## config.mk

```make
export PLATFORM = sky130hd
export DESIGN_NAME = key_event_decoder
export DESIGN_NICKNAME = d
export VERILOG_FILES = /design/src/rtl/key_event_pkg.sv /design/src/rtl/key_edge_detect.sv /design/src/rtl/key_event_decoder.sv
export SDC_FILE = /design/constraint.sdc
export NUM_CORES = 1
export LEC_CHECK = 0
export CAP_MARGIN = 20
export CORE_ASPECT_RATIO = 0.5
export CORE_MARGIN = 1
export CORE_UTILIZATION = 42
export DETAILED_ROUTE_END_ITERATION = 16
export PLACE_DENSITY = 0.69
export REMOVE_ABC_BUFFERS = 1
export SKIP_CTS_REPAIR_TIMING = 1
export SYNTH_ARGS = -nofsm -noshare
export SYNTH_HDL_FRONTEND = slang
export SYNTH_SLANG_ARGS = --single-unit
```

## constraint.sdc

```tcl
create_clock -name sys_clk -period 2.6 [get_ports sys_clk]
set_clock_uncertainty 0.2 [all_clocks]
set_input_delay 0.39 -clock sys_clk [delete_from_list [all_inputs] [get_ports sys_clk]]
set_output_delay 0.39 -clock sys_clk [all_outputs]
set_load 0.01 [all_outputs]
```

## src/rtl/key_event_pkg.sv

```systemverilog
// key_event_pkg: state encoding and default counter width shared by the key event decoder.
package key_event_pkg;
   typedef enum logic [2:0] {
      IDLE   = 3'd0,
      PRESS1 = 3'd1,
      LONG   = 3'd2,
      WAIT2  = 3'd3,
      PRESS2 = 3'd4
   } state_t;
   localparam int CNT_W_DEF = 20;
endpackage

```

## src/rtl/key_edge_detect.sv

```systemverilog
// key_edge_detect: press/release edges of the debounced active-low key.
// The previous level tracks key_n even during reset, so a key held through reset yields no press edge.
module key_edge_detect (
   input  logic sys_clk,
   input  logic key_n,
   output logic press,
   output logic rel
);
   logic key_d_q;
   always_ff @(posedge sys_clk) key_d_q <= key_n;
   assign press = key_d_q & ~key_n;
   assign rel   = ~key_d_q & key_n;
endmodule

```

## src/rtl/key_event_decoder.sv

```systemverilog
// key_event_decoder: classifies key gestures into single/double/long one-cycle pulses.
// Optional auto-repeat while a long press is held is enabled with KEY_REPEAT_EN.
module key_event_decoder import key_event_pkg::*; #(
   parameter int               CNT_W       = CNT_W_DEF,
   parameter logic [CNT_W-1:0] LONG_CNT    = CNT_W'(1_000_000),
   parameter logic [CNT_W-1:0] DBL_GAP_CNT = CNT_W'(500_000)
`ifdef KEY_REPEAT_EN
   ,
   parameter logic [CNT_W-1:0] REPEAT_CNT  = CNT_W'(250_000)
`endif
) (
   input  logic sys_clk,
   input  logic sys_rst,
   input  logic key_n,
   output logic single_pulse,
   output logic double_pulse,
   output logic long_pulse,
   output logic repeat_pulse,
   output logic busy
);
   localparam logic [CNT_W-1:0] LONG_M1 = LONG_CNT - 1'b1;
   localparam logic [CNT_W-1:0] GAP_M1  = DBL_GAP_CNT - 1'b1;
   logic press, rel;
   state_t state_q, state_d;
   logic [CNT_W-1:0] cnt_q, cnt_d;
   logic single_q, single_d, double_q, double_d, long_q, long_d, busy_q;
   key_edge_detect u_edge (.sys_clk(sys_clk), .key_n(key_n), .press(press), .rel(rel));
   // Edges are tested before thresholds so a coincident press/release always wins.
   always_comb begin
      state_d  = state_q;
      cnt_d    = &cnt_q ? cnt_q : cnt_q + 1'b1;
      single_d = 1'b0;
      double_d = 1'b0;
      long_d   = 1'b0;
      case (state_q)
         IDLE: begin
            cnt_d = '0;
            if (press) state_d = PRESS1;
         end
         PRESS1: begin
            if (rel) begin
               state_d = WAIT2;
               cnt_d   = '0;
            end else if (cnt_q == LONG_M1) begin
               state_d = LONG;
               long_d  = 1'b1;
            end
         end
         LONG: if (rel) state_d = IDLE;
         WAIT2: begin
            if (press) state_d = PRESS2;
            else if (cnt_q == GAP_M1) begin
               state_d  = IDLE;
               single_d = 1'b1;
            end
         end
         PRESS2: begin
            if (rel) begin
               state_d  = IDLE;
               double_d = 1'b1;
            end
         end
         default: state_d = IDLE;
      endcase
   end
   always_ff @(posedge sys_clk) begin
      if (sys_rst) begin
         state_q  <= IDLE;
         cnt_q    <= '0;
         single_q <= 1'b0;
         double_q <= 1'b0;
         long_q   <= 1'b0;
         busy_q   <= 1'b0;
      end else begin
         state_q  <= state_d;
         cnt_q    <= cnt_d;
         single_q <= single_d;
         double_q <= double_d;
         long_q   <= long_d;
         busy_q   <= state_d != IDLE;
      end
   end
   assign single_pulse = single_q;
   assign double_pulse = double_q;
   assign long_pulse   = long_q;
   assign busy         = busy_q;
`ifdef KEY_REPEAT_EN
   localparam logic [CNT_W-1:0] REP_M1 = REPEAT_CNT - 1'b1;
   logic [CNT_W-1:0] rcnt_q, rcnt_d;
   logic rep_q, rep_d;
   // Repeat counter restarts on LONG entry; a release suppresses the pulse of that cycle.
   always_comb begin
      rcnt_d = (state_q == LONG && state_d == LONG) ? ((rcnt_q == REP_M1) ? '0 : rcnt_q + 1'b1) : '0;
      rep_d  = state_q == LONG && !rel && rcnt_q == REP_M1;
   end
   always_ff @(posedge sys_clk) begin
      if (sys_rst) begin
         rcnt_q <= '0;
         rep_q  <= 1'b0;
      end else begin
         rcnt_q <= rcnt_d;
         rep_q  <= rep_d;
      end
   end
   assign repeat_pulse = rep_q;
`else
   assign repeat_pulse = 1'b0;
`endif
endmodule

```

==> qor.txt <==
status: finished clean
ys flop type: dfxtp_1
vias in the first global route: 1041
remaining global-route overflow: 0
CTS Buffer Depth: 2
Post-synth EDFFs: 0
die area: 3590 sq um
Via density: 5.66
fin crit period: 2140 ps
fillers: 283
Port Buf Inserts: 6
largest net degree at the start of global routing: 18
actual slew at the worst max-slew pin: 570 ps
most frequent cells in the layout: 28 x dfxtp_1, 22 x nor2_1, 11 x nand2_1, 11 x xnor2_1, 10 x a21oi_1
final net count: 173
Max Fclk: 0.468 GHz
Final HPWL DP: 2.00 mm
Vias: 1178
chip height: 42.9 um
Initial Util: 45.5%
post-synthesis mux area share: 0%
drt total wl: 2.66 mm
Fin. Hold Viols: 0
commonest non-fill, non-tap cell in the layout: dfxtp_1
WS Path Type: reg -> reg
CTS Sinks: 28
drt pass-1 iters: 4
DIE WIDTH: 83.8 um
yosys warns: 0
Detailed Route Iter0 Violations: 75
Crit Path Max Fanout: 5
largest area contributor in the synthesized netlist: dfxtp_1
RSZ-0062 raised after global routing: false
# rows: 14
slew margin rel.: 61.0%
ys async rst share: 0%
crit path DAT: 2120 ps
Pwr Density: 476 nW/um^2
Synth Area in XOR/XNOR: 6.86%
largest family of logic cells by synthesized area: simple AND/OR/NAND/NOR gates
peak supply drop: 241 uV
Synth top area share: 39.9%
initial antenna violation count: 0
total power: 738 uW
Seq cells post-synth: 28
gr usage total: 16.3%
TritonCTS Buffers: 3
pre-CTS setup slack: 385 ps
CP required: 2580 ps
Final Cycle Share: 82.2%
Synth area leaders: dfxtp_1 40%, xnor2_1 6.9%, nor2_1 5.9%, a21oi_1 3.6%, nor4_4 3.0%
H-tree levels: 1
count of cell types in the netlist: 43
Area Growth Syn to Fin: 10.5%
setup ws final: 462 ps
CTS tree: built
Mapped Avg Cell Area: 8.67 sq um
Post-Syn Instances: 162
Diodes inserted: 0
Worst-path clk slew: 90 ps
Max Slew Vio Count: 0
share of layout cells above drive strength 1: 7.74%
MaxCap Viol Count: 0
Setup violations, final: 0
critical path capture point type: register
Synth Area in Compound Gates: 17.0%
core area: 3080 sq um
DRC Markers: 0
adder-cell share of the synthesized area: 0.891%
part of the Yosys area used for sequential elements: 39.9%
area share of and/or/nand/nor cells after synthesis: 31.6%
Skew-Pair Late Insertion Delay: 270 ps
gpl congestion: 0.840
Synth Cell Area: 1400 sq um
Hold Crit Class: reg -> reg
Leak: 0.000492 uW
wire length per cell: 12.8 um
first-pass GRT wire length: 4.66 mm
clk root buf: clkbuf_8
Final TNS setup: 0 ps
crit start category: register
Routed Antenna Nets: 0
IO Pins: 8
==> state kept, by name (all words and copies together) (netlist names) <==
register	count
u_edge.key_d_q	1
double_pulse	1
cnt_q	20
single_pulse	1
long_pulse	1
busy	1
state_q	3
==> routing by layer <==
| metal | routed length [um] | share of wire, % | vias to the layer above | track usage (%) |
|---|---|---|---|---|
| met3 | 198 | 7.4 | 5 | 4.09 |
| met2 | 1140 | 43 | 42 | 26.7 |
| met1 | 1290 | 49 | 530 | 21.9 |
| met4 | 31 | 1.2 | 0 | 3.39 |
| met5 | 0 | 0 | - | 0 |
| li1 | - | - | 601 | - |
==> path summary, 6_finish.rpt <==
path,start,end,slack (ps),cells after the start
worst max-delay path,cnt_q[0],cnt_q[18],460,6
worst max register to register,cnt_q[0],cnt_q[18],460,6
worst min register to register,cnt_q[1],cnt_q[1],290,2
worst min-delay path,cnt_q[1],cnt_q[1],290,2
==> logic make-up (layout without fill, tap and decap cells) <==
group / after synthesis / after routing
compound gates: 35 / 35
xor+xnor: 11 / 11
flops: 28 / 28
buf+inv: 10 / 16
other cells: 1 / 1
simple gates: 76 / 76
fa+ha+maj: 1 / 1
==> final cells by class <==
cell class              count  area, sq um  area share (%)
clock buffers               4         55.1            3.55
inverters                   4         15.0           0.968
multi-input cells         124          796            51.3
flip-flops and latches     28          561            36.1
well taps                  40         50.0            3.23
repair buffers              8         75.1            4.84
==> through the flow <==
stage | utilization [%] | instances | instance area [sq um] | hold slack [ps]
5_1_grt | 50.3 | 208 | 1550 | 324
3_5_place_dp | 48.5 | 204 | 1500 | 282
6_report | 50.3 | 208 | 1550 | 294
2_1_floorplan | - | 156 | 1370 | 218
4_1_cts | 50.3 | 208 | 1550 | 296
3_3_place_gp | 48.5 | 204 | 1500 | 275
==> report_power, final <==
part	total [uW]	leakage (uW)	internal [uW]	switching, uW
registers	440	0.000226	434	5.36
logic	35.4	0.000236	16.1	19.3
clock network	263	0.0000288	136	128
==> worst max-delay path: stages, from the launching register on <==
cell and delay (ps):
dfxtp_1 380, ha_1 240, and4_1 290, nand3_1 160, nor3_1 390, a31oi_1 140
a311oi_1 250
==> cells in the mapped netlist (3+ instances only) <==
cell type,instances
a211oi_1,4
a21oi_1,10
a31oi_1,6
and3_1,3
and4_1,4
dfxtp_1,28
inv_1,4
nand2_1,11
nand3_1,7
nand4_1,4
nor2_1,22
nor2b_1,3
nor3_1,6
o21ai_0,3
xnor2_1,11
Power figures use the tool's default switching activity.
